$ cat src/rtl/clock_lock_reset_seq.sv
// rtl/clock_lock_reset_seq.sv - MMCM lock sequencer: staged reset release, lock-timeout retry, lock event reporting
// Define CLOCK_LOCK_RESET_SEQ_LOSS_CNT_EN to add the lossCount output (saturating count of RUN exits).
module clock_lock_reset_seq #(
  parameter int HOLD_CYCLES    = 64,
  parameter int STAGE_GAP      = 16,
  parameter int LOCK_TIMEOUT   = 65535,
  parameter int PLL_RST_CYCLES = 8
) (
  input  logic        CLK,
  input  logic        nRST,
  input  logic        locked,
  output logic        pllRst,
  output logic        nRstCore,
  output logic        nRstPeriph,
  output logic        ready,
  output logic        enq__ENA,
  output logic [15:0] enq_v,
  input  logic        enq__RDY
`ifdef CLOCK_LOCK_RESET_SEQ_LOSS_CNT_EN
  ,
  output logic [15:0] lossCount
`endif
);

  localparam int MAX_A = (HOLD_CYCLES > STAGE_GAP) ? HOLD_CYCLES : STAGE_GAP;
  localparam int MAX_B = (LOCK_TIMEOUT > PLL_RST_CYCLES) ? LOCK_TIMEOUT : PLL_RST_CYCLES;
  localparam int MAX_C = (MAX_A > MAX_B) ? MAX_A : MAX_B;
  localparam int CW    = $clog2(MAX_C + 1);

  localparam logic [CW-1:0] CNT_ZERO = '0;
  localparam logic [CW-1:0] CNT_ONE  = CW'(1);
  localparam logic [CW-1:0] PRC_END  = CW'(PLL_RST_CYCLES - 1);
  localparam logic [CW-1:0] TO_END   = CW'(LOCK_TIMEOUT - 1);
  localparam logic [CW-1:0] HOLD_END = CW'(HOLD_CYCLES);
  localparam logic [CW-1:0] GAP_END  = CW'(STAGE_GAP);

  localparam logic [3:0]  CODE_NONE     = 4'd0;
  localparam logic [3:0]  CODE_ACQUIRED = 4'd1;
  localparam logic [3:0]  CODE_LOST     = 4'd2;
  localparam logic [3:0]  CODE_TIMEOUT  = 4'd3;
  localparam logic [10:0] RETRY_MAX     = 11'h7FF;

  typedef enum logic [2:0] {
    PLL_RST,
    WAIT_LOCK,
    HOLD,
    REL_CORE,
    RUN
  } state_t;

  state_t        state;
  logic [CW-1:0] cnt;
  logic          sync1;
  logic          locked_s;
  logic [10:0]   retry;
  logic [10:0]   retry_post;
  logic [3:0]    post_code;

  // locked comes straight from the MMCM and is asynchronous to CLK
  always_ff @(posedge CLK or negedge nRST) begin
    if (!nRST) begin
      sync1    <= 1'b0;
      locked_s <= 1'b0;
    end else begin
      sync1    <= locked;
      locked_s <= sync1;
    end
  end

  // Event to post on this edge; mirrors the transition conditions of the FSM below
  always_comb begin
    post_code = CODE_NONE;
    case (state)
      WAIT_LOCK: if (!locked_s && cnt == TO_END) post_code = CODE_TIMEOUT;
      REL_CORE:  if (locked_s && cnt == GAP_END) post_code = CODE_ACQUIRED;
      RUN:       if (!locked_s) post_code = CODE_LOST;
      default:   post_code = CODE_NONE;
    endcase
  end

  always_comb begin
    retry_post = retry;
    if (post_code == CODE_TIMEOUT && retry != RETRY_MAX) retry_post = retry + 11'd1;
  end

  always_ff @(posedge CLK or negedge nRST) begin
    if (!nRST) begin
      state      <= PLL_RST;
      cnt        <= CNT_ZERO;
      pllRst     <= 1'b1;
      nRstCore   <= 1'b0;
      nRstPeriph <= 1'b0;
      ready      <= 1'b0;
`ifdef CLOCK_LOCK_RESET_SEQ_LOSS_CNT_EN
      lossCount  <= 16'd0;
`endif
    end else begin
      case (state)
        PLL_RST: begin
          if (cnt == PRC_END) begin
            state  <= WAIT_LOCK;
            cnt    <= CNT_ZERO;
            pllRst <= 1'b0;
          end else begin
            cnt <= cnt + CNT_ONE;
          end
        end
        WAIT_LOCK: begin
          if (locked_s) begin
            state <= HOLD;
            cnt   <= CNT_ONE;
          end else if (cnt == TO_END) begin
            state  <= PLL_RST;
            cnt    <= CNT_ZERO;
            pllRst <= 1'b1;
          end else begin
            cnt <= cnt + CNT_ONE;
          end
        end
        HOLD: begin
          if (!locked_s) begin
            state <= WAIT_LOCK;
            cnt   <= CNT_ZERO;
          end else if (cnt == HOLD_END) begin
            state    <= REL_CORE;
            cnt      <= CNT_ONE;
            nRstCore <= 1'b1;
          end else begin
            cnt <= cnt + CNT_ONE;
          end
        end
        REL_CORE: begin
          if (!locked_s) begin
            state    <= WAIT_LOCK;
            cnt      <= CNT_ZERO;
            nRstCore <= 1'b0;
          end else if (cnt == GAP_END) begin
            state      <= RUN;
            cnt        <= CNT_ZERO;
            nRstPeriph <= 1'b1;
            ready      <= 1'b1;
          end else begin
            cnt <= cnt + CNT_ONE;
          end
        end
        RUN: begin
          if (!locked_s) begin
            state      <= WAIT_LOCK;
            cnt        <= CNT_ZERO;
            nRstCore   <= 1'b0;
            nRstPeriph <= 1'b0;
            ready      <= 1'b0;
`ifdef CLOCK_LOCK_RESET_SEQ_LOSS_CNT_EN
            if (lossCount != 16'hFFFF) lossCount <= lossCount + 16'd1;
`endif
          end
        end
        default: begin
          state  <= PLL_RST;
          cnt    <= CNT_ZERO;
          pllRst <= 1'b1;
        end
      endcase
    end
  end

  // One-entry event buffer: a new event always wins, overflow flags an unread overwrite
  always_ff @(posedge CLK or negedge nRST) begin
    if (!nRST) begin
      enq__ENA <= 1'b0;
      enq_v    <= 16'd0;
      retry    <= 11'd0;
    end else begin
      retry <= retry_post;
      if (post_code != CODE_NONE) begin
        enq__ENA <= 1'b1;
        enq_v    <= {post_code, enq__ENA && !enq__RDY, retry_post};
      end else if (enq__ENA && enq__RDY) begin
        enq__ENA <= 1'b0;
      end
    end
  end

endmodule

$ cat config.mk
export PLATFORM = sky130hd
export DESIGN_NAME = clock_lock_reset_seq
export DESIGN_NICKNAME = d
export VERILOG_FILES = /design/src/rtl/clock_lock_reset_seq.sv
export SDC_FILE = /design/constraint.sdc
export NUM_CORES = 1
export LEC_CHECK = 0
export CORE_MARGIN = 1
export CORE_UTILIZATION = 52
export CTS_CLUSTER_SIZE = 40
export DETAILED_ROUTE_END_ITERATION = 7
export GPL_ROUTABILITY_DRIVEN = 0
export GPL_TIMING_DRIVEN = 0
export PLACE_DENSITY = 0.76
export SLEW_MARGIN = 10
export SYNTH_ARGS = -nofsm -noshare
export SYNTH_HDL_FRONTEND = slang
export SYNTH_SLANG_ARGS = --single-unit
$ cat constraint.sdc
create_clock -name CLK -period 2.4 [get_ports CLK]
set_input_delay 0.48 -clock CLK [delete_from_list [all_inputs] [get_ports CLK]]
set_output_delay 0.48 -clock CLK [all_outputs]
set_load 0.05 [all_outputs]
**Word-level counts from Yosys, hierarchy flattened**

Index checks and enable logic that the tools add are counted.

- Flip-flop bits (word level): 52
- Logic and storage cells: 89
- Bits of input ports: 4
- Output and inout port bits: 21

- Mux-type cells: 36
- Bitwise logic cells: 1
- Equal/unequal tests: 22
- Add/subtract/negate cells: 2
- Reduce and logical (&&, ||, !) cells: 18

Operators with widths:

| operator | number |
|---|---|
| 16-bit 2-to-1 mux | 8 |
| 16-bit one-hot mux with 5 select lines | 1 |
| 3-bit 2-to-1 mux | 8 |
| 2-bit inequality test (second input constant) | 9 |
| 16-bit by 1-bit adder with 16-bit output (second input constant) | 1 |
| 16-bit equality test (second input constant) | 1 |
| 16-bit by 3-bit equality test with 1-bit output (second input constant) | 1 |
| 16-bit by 5-bit equality test with 1-bit output (second input constant) | 1 |
| 16-bit by 7-bit equality test with 1-bit output (second input constant) | 1 |
| 3-bit one-hot mux with 5 select lines | 1 |
| 4-bit one-hot mux with 3 select lines | 1 |
| 4-bit AND reduction | 3 |
| 11-bit by 1-bit adder with 11-bit output (second input constant) | 1 |
| 1-bit 2-to-1 mux | 11 |
| 11-bit 2-to-1 mux | 1 |
| 11-bit inequality test (second input constant) | 1 |
| 3-bit inequality test (second input constant) | 3 |
| 3-bit by 2-bit equality test with 1-bit output (second input constant) | 2 |
| 2-bit nonzero test | 3 |
| 1-bit logical AND | 5 |
| 5-bit AND reduction | 1 |
| 4-bit by 2-bit equality test with 1-bit output (second input constant) | 1 |
| 2-bit 2-to-1 mux | 2 |
| 1-bit one-hot mux with 2 select lines | 2 |
| 9 further kinds | 10 |

**Longest topological paths before layout**

Gate-level depths: netlist (run 1).

- Depth after elaboration: 7
- Depth in mapped cells: 9
- Gate-level depth less buffers: 7

**Worst setup path after synthesis (run 1)**

Ideal clock, no wire load.

- Kind: reg2reg
- Start: reg cnt[0]
- End: reg enq_v[2]
- Path slack: 75 ps
- Data arrival time: 2,200 ps
- Required time: 2,275 ps
- Clock period less this slack: 2,325 ps
- Path buffers: 1
- Stages on the path, launching flop included: 9
- Library setup time: 125 ps
- Path through: dfrtp_1 > inv_1 > ha_1 > nand3_1 > or4_4 > o31ai_4 > or2_2 > buf_4 > mux2_2

- Longest elaborated chain between the ends: 7
- Elaborated cells on any way between the ends: 11

Ends and longest elaborated chain:

| element | line | text |
|---|---|---|
| from (decl) | 52 | `logic [CW-1:0] cnt;` |
| from (signal assigned) | 105 | `cnt <= cnt + CNT_ONE;` |
| from (signal assigned) | 117 | `cnt <= cnt + CNT_ONE;` |
| from (signal assigned) | 129 | `cnt <= cnt + CNT_ONE;` |
| 16-bit by 5-bit equality test with 1-bit output / 16-bit equality test (equally long branches) | 75, 74 |  |
| 1-bit logical AND (on tied branches) | 75, 74 |  |
| 1-bit 2-to-1 mux / 2-bit 2-to-1 mux (equally long branches) | 75, 74 |  |
| 4-bit one-hot mux with 3 select lines * | 73 | `case (state)` |
| 4-bit by 2-bit equality test with 1-bit output | 83 | `if (post_code == CODE_TIMEOUT && retry != RETRY_MAX) retry_post = retry + 11'd1;` |
| 1-bit logical AND | 83 |  |
| 11-bit 2-to-1 mux | 83 |  |
| to (signal assigned) | 177 | `enq_v <= {post_code, enq__ENA && !enq__RDY, retry_post};` |
| to (decl) | 17 | `output logic [15:0] enq_v,` |

Every way passes the cells marked *; elsewhere a longest branch is shown, timed or not.
A chain may end at the register's enable or synchronous reset.

**Worst setup path in the final report (run 1)**

- Start: reg cnt[0]
- End: reg cnt[0]

- Longest elaborated chain between the ends: 4
- Elaborated cells on any way between the ends: 13

Ends and longest elaborated chain:

| element | line | text |
|---|---|---|
| 16-bit by 1-bit adder with 16-bit output (tied with other cells) | -- |  |
| 16-bit 2-to-1 mux (on tied branches) | 137, 112, 124 |  |
| 16-bit 2-to-1 mux (on tied branches) | 133, 109, 121 |  |
| 16-bit one-hot mux with 5 select lines * | 98 | `case (state)` |

Marks and branches as above.

==> qor.csv, run 1 <==
metric,value,unit
summed negative setup slack over all endpoints,-0.5085,ns
buffer depth of the longest clock path,2,
count of endpoints failing setup in the final report,14,
maximum number of pins on one net before global-route repair,27,
detailed-route vias per instance,6.328,
DRC,0,
Critical Path RT,2.60,ns
cells taking the most area after synthesis,"sky130_fd_sc_hd__dfrtp_1, sky130_fd_sc_hd__nand2_1, sky130_fd_sc_hd__nand3_1, sky130_fd_sc_hd__o21ai_0, sky130_fd_sc_hd__nor3_1",
clock-pin slew on the worst setup and hold paths,0.09,ns
detail-routed net length per standard cell,17.34,um
wire length of the first global-routing pass,10490,um
crit path capture type,flip-flop,
Chip Height,74.06,um
Worst VDD drop,0.4100,mV
maximum clock frequency,389.8,MHz
worst slack on hold paths,0.1503,ns
mux cell area share after synthesis,3.707,%
CORE AREA,4848,sq um
XOR/XNOR Fraction of Synth Area,0.6487,%
sum of overflow across all layers after global routing,0,
count of inserted antenna diode cells,0,
Total GRT Usage,25.41,%
count of buffers inserted at the top-level ports,22,
dominant cell type by area after synthesis,sky130_fd_sc_hd__dfrtp_1,
HPWL after DPL,4153,um
synthesis warning total,0,
share of post-route cells with drive strength above 1,25.60,%
ratio of total power to cell area,865.3,nW/um^2
post-detailed-placement cell area,3023,sq um
Post-synth EDFFs,0,
initial cell density of the core,55.69,%
clock tree from TritonCTS,done,
Startpoint Class,flip-flop,
"reg-to-reg slack, setup",-0.17,ns
area share of the leading cell type in the synthesized netlist,45.41,%
reg2reg path depth,7,
capture point of the worst reg-to-reg path,cnt[0],
combinational family with the most area after synthesis,simple AND/OR/NAND/NOR gates,
remaining max-slew budget at the tightest pin,57.21,%
Placed Instances,368,
"leading cell types in the layout, fill and taps excluded","sky130_fd_sc_hd__dfrtp_1, sky130_fd_sc_hd__nand2_1, sky130_fd_sc_hd__buf_4, sky130_fd_sc_hd__clkdlybuf4s50_1",
Starting DRT DRC Count,292,
RR Startpoint,cnt[0],
setup skew after layout,0.007696,ns
number of failing hold endpoints at the final stage,0,
maximum level of the CTS H-tree,2,
Mapped Avg Cell Area,9.748,sq um
final cell count without fillers,403,
clock tree root buffer cell,sky130_fd_sc_hd__clkbuf_8,
number of nets in the layout,343,
failing checks,negative setup slack,
share of the yosys chip area belonging to registers,46.39,%
power after layout,3.014,mW
"Distinct cells, synth",56,
CP arrival,2.77,ns
initial antenna violation count,0,
"most common cell after layout, fill and taps aside",sky130_fd_sc_hd__dfrtp_1,
post-place setup slack,-0.3663,ns
final worst-path setup slack,-0.1654,ns
Cells after Synth,277,
Syn-to-layout area delta,29.01,%
DR vias,2550,
Synth async-reset ratio,100.0,%
Post-Synthesis Cell Area,2700,sq um
post-route clock period utilization,106.9,%
# clock sinks,50,
cts bufs inserted,5,
Hold Crit Class,in -> async,
status,"complete, but fails checks",
adder-cell share of the synthesized area,1.854,%
summed area of non-filler cells in the final layout,3483,sq um
slew at the pin closest to its max-slew limit,0.6352,ns
number of iterations in the first detailed-routing pass,5,
max-slew violation count,0,
CTS Hold Buffers Added,0,
width of the die,74.06,um
flip-flop and latch count after synthesis,50,
unrepaired setup endpoints after global routing,true,
max-cap violation count,0,
Lkg Pwr,1.456,nW
insertion delay to the later sink of the worst-skew pair,0.32,ns
number of global-route vias before repair,2209,
IO Count,25,
standard-cell row count,25,
Die Footprint,5485,sq um
Layout Utilization,71.85,%
share of the synthesized area in compound gates (AO/OA/AOI/OAI),15.71,%
largest fanout of any net on the critical path,3,
DRT antenna net count,0,
start-to-end type of the worst setup path,reg -> reg,
Main synth FF type,sky130_fd_sc_hd__dfrtp_1,
WL final,6987,um
Post-Synth Simple-Gate Area,26.32,%
Period minus WS final,2.565,ns
## report_power, final
| group | switching, mW | total, mW | internal [mW] |
|---|---|---|---|
| sequential | 0.0855 | 1.04 | 0.957 |
| combinational | 0.852 | 1.43 | 0.581 |
| clock | 0.301 | 0.539 | 0.238 |
| total | 1.24 | 3.01 | 1.78 |
## per-layer routing
layer,up-vias,GRT usage (%),wire [um]
met5,-,0,0
met4,0,13.25,307
met3,40,6.098,536
met2,131,38.48,3206
met1,1227,33.89,2936
li1,1152,-,-
## cell usage after synthesis (2+ instances only)
library cell                instances
sky130_fd_sc_hd__and3_1             2
sky130_fd_sc_hd__inv_1             10
sky130_fd_sc_hd__buf_2              5
sky130_fd_sc_hd__or4b_1             2
sky130_fd_sc_hd__mux2_2             5
sky130_fd_sc_hd__o22ai_1            3
sky130_fd_sc_hd__or4_1              5
sky130_fd_sc_hd__nor4bb_1           3
sky130_fd_sc_hd__a31oi_1            6
sky130_fd_sc_hd__nor4_2             2
sky130_fd_sc_hd__o31ai_1            7
sky130_fd_sc_hd__a22o_1             2
sky130_fd_sc_hd__o21ai_0           17
sky130_fd_sc_hd__nand4_1            5
sky130_fd_sc_hd__and2_1             2
sky130_fd_sc_hd__nand2_1           34
sky130_fd_sc_hd__nand3_1           17
sky130_fd_sc_hd__o211ai_1           2
sky130_fd_sc_hd__nor3_1            12
sky130_fd_sc_hd__mux2_1             3
sky130_fd_sc_hd__nor2_1            16
sky130_fd_sc_hd__nor3_2             2
sky130_fd_sc_hd__o2bb2ai_1          2
sky130_fd_sc_hd__ha_1               4
sky130_fd_sc_hd__or3_1              7
sky130_fd_sc_hd__o32ai_1            6
sky130_fd_sc_hd__clkbuf_1           4
sky130_fd_sc_hd__dfrtp_1           49
sky130_fd_sc_hd__nor4_1             6
sky130_fd_sc_hd__buf_4              4
sky130_fd_sc_hd__xnor2_1            2
sky130_fd_sc_hd__nor2b_1            3
sky130_fd_sc_hd__a221o_1            2
sky130_fd_sc_hd__buf_6              3
sky130_fd_sc_hd__or2_2              2
## worst max path at each step
stage                to  slack [ns]   start
3_5_place_dp   enq_v[2]       -0.37  cnt[0]
6_report         cnt[0]       -0.17  cnt[0]
3_3_place_gp   enq_v[0]       -0.59    nRST
4_1_cts          cnt[0]       -0.05  cnt[0]
2_1_floorplan  enq_v[2]        0.08  cnt[0]
5_1_grt          cnt[0]       -0.23  cnt[0]
## worst max-delay path, stage by stage, from the launching register on
cell                       delay [ns]
sky130_fd_sc_hd__dfrtp_1         0.43
sky130_fd_sc_hd__inv_2           0.13
sky130_fd_sc_hd__ha_4            0.15
sky130_fd_sc_hd__nand3_4         0.08
sky130_fd_sc_hd__or4_4           0.58
sky130_fd_sc_hd__o211ai_1        0.26
sky130_fd_sc_hd__or4b_4          0.50
sky130_fd_sc_hd__a221o_1         0.31
## kinds of logic after synthesis
kind of cell               count (synthesis)
adders and majority gates                  4
DFF                                       50
AOI/OAI and AO/OA                         58
buffers and inverters                     26
muxes                                      9
and+or+nand+nor                          127
xor gates and xnor gates                   2
other                                      1
## flip-flops by register name (all words and copies together) (netlist names)
| register | cells |
|---|---|
| cnt | 16 |
| enq_v | 14 |
| retry | 11 |
| state | 3 |
| enq__ENA | 1 |
| locked_s | 1 |
| nRstCore | 1 |
| pllRst | 1 |
| ready | 1 |
| sync1 | 1 |
## what timing repair did
| action | CTS | global route |
|---|---|---|
| buffers inserted | 16 | 10 |
| cloned | 0 | 1 |
| pin swaps | 10 | 14 |
| gates resized for setup | 14 | 26 |
| setup endpoints to repair | 26 | 26 |
## layout make-up
type                       instances  area [sq um]
tap                               67         83.83
clock inverter                     2         16.27
multi-input combinational        202          1444
buffer                            16         122.6
inverter                          10         37.54
clock buffer                       6         82.58
fill                             342          1365
sequential                        50          1257
timing repair buffer              50         439.2
Note: power is estimated with default switching activity, not from simulation.
==> run 2: changes to the inputs <==
--- a/config.mk
+++ b/config.mk
@@ -5,6 +5,7 @@
 export SDC_FILE = /design/constraint.sdc
 export NUM_CORES = 1
 export LEC_CHECK = 0
+export ABC_AREA = 1
 export CORE_MARGIN = 1
 export CORE_UTILIZATION = 52
 export CTS_CLUSTER_SIZE = 40
==> qor.csv, run 2 <==
metric,value,unit
area of all sequential standard cells,1252,sq um
CORE AREA,5140,sq um
Buf/Inv on CP,1,
sum of overflow across all layers after global routing,0,
Critical Path RT,1.92,ns
Post-Synthesis Cell Area,2809,sq um
Period minus WS final,2.125,ns
ratio of total power to cell area,681.0,nW/um^2
"Distinct cells, synth",32,
Startpoint Class,flip-flop,
status,completed,
delay contributed by the slowest stage of the critical path,0.80,ns
start-to-end type of the worst setup path,reg -> out,
share of post-route cells with drive strength above 1,8.437,%
worst slack on hold paths,0.09352,ns
area share of the leading cell type in the synthesized netlist,43.65,%
Main synth FF type,sky130_fd_sc_hd__dfrtp_1,
RR Startpoint,cnt[0],
capture point of the worst path,pllRst,
final-layout fill cell count,489,
standard-cell row count,26,
Worst path depth,1,
"most common cell after layout, fill and taps aside",sky130_fd_sc_hd__nand2_1,
reg2reg path depth,10,
IO Count,25,
worst path cell trace,clkdlybuf4s50_1,
maximum clock frequency,470.6,MHz
max-slew violation count,0,
"leading cell types in the layout, fill and taps excluded","sky130_fd_sc_hd__nand2_1, sky130_fd_sc_hd__dfrtp_1, sky130_fd_sc_hd__inv_1, sky130_fd_sc_hd__nor2_1, sky130_fd_sc_hd__nand3_1",
setup repair bufs after CTS,0,
buffer depth of the longest clock path,2,
DR vias,2407,
CTS Hold Buffers Added,0,
maximum number of pins on one net before global-route repair,35,
cells taking the most area after synthesis,"sky130_fd_sc_hd__dfrtp_1, sky130_fd_sc_hd__nand2_1, sky130_fd_sc_hd__inv_1, sky130_fd_sc_hd__nor2_1, sky130_fd_sc_hd__nand3_1",
share of the yosys chip area belonging to registers,44.59,%
CP arrival,1.65,ns
flip-flop and latch count after synthesis,50,
Post-synth EDFFs,0,
count of endpoints failing setup in the final report,0,
DRT antenna net count,0,
Starting DRT DRC Count,162,
Worst VDD drop,0.7068,mV
number of flip-flops under the largest register name,16,
Placed Instances,465,
DRC,0,
met2 wire length,2580,um
number of global-route vias before repair,2167,
Top Registers,"cnt (16), enq_v (14), retry (11)",
clock tree root buffer cell,sky130_fd_sc_hd__clkbuf_8,
slew at the pin closest to its max-slew limit,0.5050,ns
initial antenna violation count,0,
HPWL after DPL,4307,um
max-cap violation count,0,
Highest Signal Layer,met4,
dominant cell type by area after synthesis,sky130_fd_sc_hd__dfrtp_1,
highest-delay cell along the critical path,sky130_fd_sc_hd__clkdlybuf4s50_1,
Total GRT Usage,22.91,%
largest register by flop count,cnt,
number of failing hold endpoints at the final stage,0,
Mapped Avg Cell Area,7.571,sq um
post-route clock period utilization,88.54,%
"reg-to-reg slack, setup",0.49,ns
worst setup path startpoint,pllRst,
remaining max-slew budget at the tightest pin,66.22,%
WL final,5792,um
Hold Crit Class,in -> async,
unrepaired setup endpoints after global routing,false,
Die Footprint,5700,sq um
crit path capture type,output port,
final cell count without fillers,473,
clock tree from TritonCTS,done,
# clock sinks,50,
setup skew after layout,0.007971,ns
detailed-route vias per instance,5.089,
insertion delay to the later sink of the worst-skew pair,0.31,ns
Cells after Synth,371,
wire length of the first global-routing pass,9811,um
cts bufs inserted,5,
capture point of the worst reg-to-reg path,cnt[3],
total of cells resized after clock tree synthesis,0,
width of the die,75.50,um
maximum level of the CTS H-tree,2,
count of inserted antenna diode cells,0,
Syn-to-layout area delta,14.97,%
cell types with the highest counts after synthesis,"sky130_fd_sc_hd__nand2_1, sky130_fd_sc_hd__dfrtp_1, sky130_fd_sc_hd__inv_1",
number of nets in the layout,410,
cell with the most instances after synthesis,sky130_fd_sc_hd__nand2_1,
"CP delay by family, top",buffers and inverters,
number of iterations in the first detailed-routing pass,4,
largest fanout of any net on the critical path,2,
summed negative setup slack over all endpoints,0,ns
synthesis warning total,0,
clock-pin slew on the worst setup and hold paths,0.10,ns
total area of multi-input combinational cells,1335,sq um
Synth async-reset ratio,100.0,%
count of buffers inserted at the top-level ports,22,
detail-routed net length per standard cell,12.25,um
WL met3,222,um
M1 wire length,2937,um
Lkg Pwr,1.567,nW
Chip Height,75.50,um
initial cell density of the core,54.65,%
run 2: cell types whose count changed after synthesis, sizes merged, moves of 9 or more:
cell	change
inv	+34
nor2	+30
nand2	+92
nand3	+10
nor4	-9
nor3	-10
run 2: cells by family after synthesis:
kind of cell | share of synthesized area (%)
flip-flops | 44.59
buffers and inverters | 8.017
AND/OR/NAND/NOR | 35.59
adder cells (fa/ha/maj) | 1.782
XOR/XNOR | 3.118
AO/OA/AOI/OAI | 6.771
other | 0.1335
run 2: through the flow:
step,utilization [%],setup WS (ns),instance area (sq um),power (mW)
floorplan,-,0.7615,2813,1.495
global placement,60.71,-0.5654,3120,1.662
detailed placement,61.00,0.5017,3136,1.686
CTS,62.83,0.2702,3229,2.201
global route,62.83,0.2283,3229,2.331
finish,62.83,0.2750,3229,2.199
run 2: metal layers:
layer  global-route usage [%]  up-vias
met3                    4.894        7
met4                    6.379        0
met1                    33.53     1126
met2                    34.52       49
li1                         -     1225
met5                        0        -
run 2: worst min-delay path by stage:
stage	endpoint	cells after the start
finish	cnt[6]	1
global route	cnt[7]	1
CTS	cnt[6]	1
detailed placement	locked_s	0
global placement	locked_s	0
floorplan	cnt[0]	0
run 2: area by class of cell:
type,instances,area share (%)
clock buffer,5,2.131
sequential,50,38.78
buffer,7,1.860
inverter,44,5.114
tap,70,2.712
clock inverter,3,0.7749
timing repair buffer,23,7.284
multi-input combinational,271,41.34
run 2: report_power, final:
group / internal [mW] / switching, mW
Sequential: 0.918 / 0.0738
Clock: 0.211 / 0.315
Combinational: 0.235 / 0.446
==> run 3: changes to the inputs <==
--- a/config.mk
+++ b/config.mk
@@ -13,7 +13,7 @@
 export GPL_ROUTABILITY_DRIVEN = 0
 export GPL_TIMING_DRIVEN = 0
 export PLACE_DENSITY = 0.76
-export SLEW_MARGIN = 10
+export SLEW_MARGIN = 30
 export SYNTH_ARGS = -nofsm -noshare
 export SYNTH_HDL_FRONTEND = slang
 export SYNTH_SLANG_ARGS = --single-unit
==> qor.csv, run 3 (synthesized netlist as in run 2, its figures left out) <==
metric,value,unit
Buf/Inv on CP,1,
reg2reg path depth,12,
count of buffers inserted at the top-level ports,22,
unrepaired setup endpoints after global routing,false,
max-cap violation count,0,
initial cell density of the core,54.65,%
count of inserted antenna diode cells,0,
summed area of non-filler cells in the final layout,3208,sq um
"leading cell types in the layout, fill and taps excluded","sky130_fd_sc_hd__nand2_1, sky130_fd_sc_hd__dfrtp_1, sky130_fd_sc_hd__inv_1, sky130_fd_sc_hd__nor2_1, sky130_fd_sc_hd__nand3_1",
wire length of the first global-routing pass,9639,um
Lkg Pwr,1.557,nW
maximum number of pins on one net before global-route repair,51,
status,completed,
number of iterations in the first detailed-routing pass,4,
CTS Hold Buffers Added,0,
Layout Utilization,62.41,%
HPWL after DPL,4133,um
IO Count,25,
DRC,0,
standard-cell row count,26,
cts bufs inserted,5,
Syn-to-layout area delta,14.21,%
Total GRT Usage,22.36,%
number of nets in the layout,409,
largest register by flop count,cnt,
worst path cell trace,clkdlybuf4s50_1,
DR vias,2381,
Worst VDD drop,0.6710,mV
count of endpoints failing setup in the final report,0,
detail-routed net length per standard cell,11.84,um
crit path capture type,output port,
"CP delay by family, top",buffers and inverters,
clock-pin slew on the worst setup and hold paths,0.08,ns
power after layout,2.163,mW
post-place setup slack,0.4902,ns
Starting DRT DRC Count,133,
max-slew violation count,0,
WL final,5590,um
Chip Height,75.50,um
detailed-route vias per instance,5.044,
clock tree from TritonCTS,done,
total of cells resized after clock tree synthesis,0,
DRT antenna net count,0,
number of failing hold endpoints at the final stage,0,
# clock sinks,50,
post-detailed-placement cell area,3118,sq um
width of the die,75.50,um
setup repair bufs after CTS,0,
share of post-route cells with drive strength above 1,8.209,%
Startpoint Class,flip-flop,
buffer depth of the longest clock path,2,
insertion delay to the later sink of the worst-skew pair,0.30,ns
summed negative setup slack over all endpoints,0,ns
CORE AREA,5140,sq um
initial antenna violation count,0,
ratio of total power to cell area,674.3,nW/um^2
CP arrival,1.63,ns
highest-delay cell along the critical path,sky130_fd_sc_hd__clkdlybuf4s50_1,
start-to-end type of the worst setup path,reg -> out,
"most common cell after layout, fill and taps aside",sky130_fd_sc_hd__nand2_1,
sum of overflow across all layers after global routing,0,
post-route clock period utilization,87.86,%
clock tree root buffer cell,sky130_fd_sc_hd__clkbuf_8,
Hold Crit Class,in -> async,
slew at the pin closest to its max-slew limit,0.6187,ns
final worst-path setup slack,0.2914,ns
Critical Path RT,1.92,ns
Die Footprint,5700,sq um
Period minus WS final,2.109,ns
number of flip-flops under the largest register name,16,
remaining max-slew budget at the tightest pin,58.75,%
maximum clock frequency,474.2,MHz
largest fanout of any net on the critical path,2,
delay contributed by the slowest stage of the critical path,0.80,ns
number of global-route vias before repair,2145,
Worst path depth,1,
Top Registers,"cnt (16), enq_v (14), retry (11)",
maximum level of the CTS H-tree,2,
setup skew after layout,0.009943,ns
-- run 3: changes by cell type in the layout (fill, tap and decap cells not counted) --
cell                       previous run  this run
sky130_fd_sc_hd__buf_4                3         4
sky130_fd_sc_hd__buf_2                1         0
sky130_fd_sc_hd__buf_12               1         0
sky130_fd_sc_hd__inv_6                1         0
sky130_fd_sc_hd__clkinv_2             0         1
-- run 3: metrics by stage --
stage	cells	hold WS [ns]
6_report	472	0.1836
2_1_floorplan	372	0.1844
5_1_grt	472	0.2415
3_5_place_dp	464	0.3362
4_1_cts	472	0.2119
3_3_place_gp	464	0.3321
-- run 3: layout make-up --
cell class	count	area, sq um
Buffer	7	60.06
Clock buffer	5	68.82
Clock inverter	3	21.27
Fill cell	502	1932
Inverter	44	165.2
Multi-Input combinational cell	271	1335
Sequential cell	50	1252
Tap cell	70	87.58
Timing Repair Buffer	22	217.7
-- run 3: where the power goes --
group | switching, mW | internal (mW)
Sequential | 0.0726 | 0.918
Clock | 0.289 | 0.205
Combinational | 0.445 | 0.232
Total | 0.807 | 1.36
-- run 3: layer usage --
metal,vias to the layer above,routed length (um),GRT usage (%)
li1,1227,-,-
met1,1124,2890,32.88
met2,25,2522,34.42
met3,5,117,3.571
met4,0,59,6.173
met5,-,0,0
-- run 3: final timing paths --
check                        from        to  slack (ns)
min in group CLK            sync1  locked_s        0.36
setup reg to reg           cnt[0]  enq_v[5]        0.50
setup / recovery           pllRst    pllRst        0.29
max in group asynchronous    nRST    cnt[5]        1.79
hold / removal               nRST    cnt[3]        0.18
hold reg to reg             sync1  locked_s        0.36
==> patch (settings of run 3) <==
`PLL_RST_CYCLES`: 8 -> 16.
--- a/src/rtl/clock_lock_reset_seq.sv
+++ b/src/rtl/clock_lock_reset_seq.sv
@@ -6,3 +6,3 @@
   parameter int LOCK_TIMEOUT   = 65535,
-  parameter int PLL_RST_CYCLES = 8
+  parameter int PLL_RST_CYCLES = 16
 ) (
Behaviour: not the same (a bounded check fails within 10 cycles, from zero or initial values and one cycle with nRST low).
==> patch against run 3 <==
- die area decreased by 2.5%
- cell area decreased by 2.5%
- synthesized cell count decreased by 2.4%
- sequential cell count unchanged
- maximum frequency decreased by 0.21%
- area after synthesis decreased by 2.5%
- power decreased by 5.1%
- wire length decreased by 1.5%
- utilization decreased by 0.80 points
- sequential power decreased by 1%
- setup slack got worse by 0.0043 ns
- via count decreased by 2.9%
- sequential share of layout area increased by 1.0 points
- largest cell class unchanged
- largest power group unchanged
==> patch: results (changes against run 3) <==
- Crit path max-delay cell type: clkdlybuf4s50_1
- Postcts setup bufs: 0 (unchanged)
- Critical path's top delay family: buffers and inverters
- Gate Count Post-Synth: 362 (-2.4%)
- Synth unique cells: 29 (-9.4%)
- Max FO, Critical Path: 2 (unchanged)
- Top Registers: cnt x16, enq_v x14, retry x11
- WL/cell: 11.9 µm (+0.63%)
- WP data arrival: 1.63 ns (about the same)
- Via count: 2313 (-2.9%)
- Clk tree area frac: 2.56% (-0.25 points)
- DP HPWL: 4030 µm (-2.6%)
- Critical Path Max Stage Delay: 0.79 ns
- Worst reg2reg setup slack: 0.45 ns (-0.05 ns)
- Worst Reg-to-Reg Cells: 12 (unchanged)
- # clk buffers: 6 (+1)
- Drt first-iter violations: 166 (+25%)
- Buffers on Ports: 22 (unchanged)
- Placed instance area: 0.00305 mm² (-2.3%)
- Sequential share of the synthesized area: 45.7% (+1.2 points)
- Setup crit end: pllRst
- Multi-input logic area: 0.00128 mm² (-4.3%)
- Hold slack: 0.187 ns (+0.00382 ns)
- Vias/cell: 5.01 (-0.75%)
- Longest Clk Path Bufs: 2 (unchanged)
- Reg-to-Reg End: enq_v[5]
- Slew at the pin with the worst max-slew slack: 0.608 ns (-0.0105 ns)
- Initial antenna violation count: 0 (unchanged)
- Synth Area in Compound Gates: 7.08% (+0.31 points)
- Worst R2R Start: cnt[0]
- # fillers: 492 (-2.0%)
- Inverters: 46 (+4.5%)
- Clock-pin slew on the worst setup and hold paths: 0.09 ns
- Pre-CTS WS: 0.473 ns (-0.0174 ns)
- #MultiIn Comb: 262 (-3.3%)
- Vias in the first global route: 2080 (-3.0%)
- Htree depth: 2 (unchanged)
- Adder-Cell Fraction of Synth Area: 1.83% (+0.046 points)
- N_diodes: 0 (unchanged)
- Syn avg cell area: 7.56 µm² (-0.12%)
- GRT Resource Usage Total: 22.6% (+0.24 points)
- Synth top area cells: dfrtp_1 (45%), nand2_1 (14%), nand3_1 (6.2%), inv_1 (5.9%), nor2_1 (5.6%)
- Worst VDD drop: 0.529 mV (-21%)
- Non-clk bufs: 27 (-6.9%)
- Async SR Flop Fraction: 100% (unchanged)
- TritonCTS Buffers: 5 (unchanged)
- Buffer share of cell area: 8.16% (-0.50 points)
- First-pass GRT wire length: 9560 µm (-0.86%)
- Final #Nets: 400 (-2.2%)
- Hold crit path type: in2async
- Worst Setup SP: pllRst
- Status: finished clean
- Post-synth top cells: nand2_1 (105), dfrtp_1 (49), inv_1 (43), nor2_1 (41), nand3_1 (34)
- Layout cells sized above 1: 7.40% (-0.81 points)
- Fraction of synthesized cell area in xor and xnor cells: 3.84% (+0.72 points)
- Pleak: 1.51 nW (-3.2%)
- Clk_skew: 0.0115 ns (+0.00160 ns)
- Final Cycle Share: 88.0% (+0.18 points)
- Layout area overhead: 14.2% (about the same)
## patch: cell count changes in the layout (fill, tap and decap cells not counted), moves of 2 or more
cell / change
nand2_1: -13
nand3_1: +7
o22ai_1: -5
nor3_1: -4
o21ai_1: +4
o21ai_0: +3
and2_1: -2
buf_6: -2
nor2_2: +2
xor2_1: +2
## patch: per-layer routing
layer | vias to the layer above | wire (µm) | GRT usage [%]
li1 | 1196 | - | -
met1 | 1062 | 2780 | 32.6
met2 | 45 | 2440 | 34.8
met3 | 10 | 217 | 4.88
met4 | 0 | 72 | 5.45
met5 | - | 0 | 0
## patch: where the power goes
group          internal [mW]  total (mW)  switching (mW)
Sequential             0.916       0.978          0.0616
Combinational          0.196       0.611           0.415
Clock                  0.200       0.465           0.265
Total                   1.31        2.05           0.741
## patch: cell families after synthesis
group | after synthesis
xor+xnor | 12
fa+ha+maj | 4
flops | 50
simple gates | 208
buf+inv | 51
compound gates | 36
other cells | 1
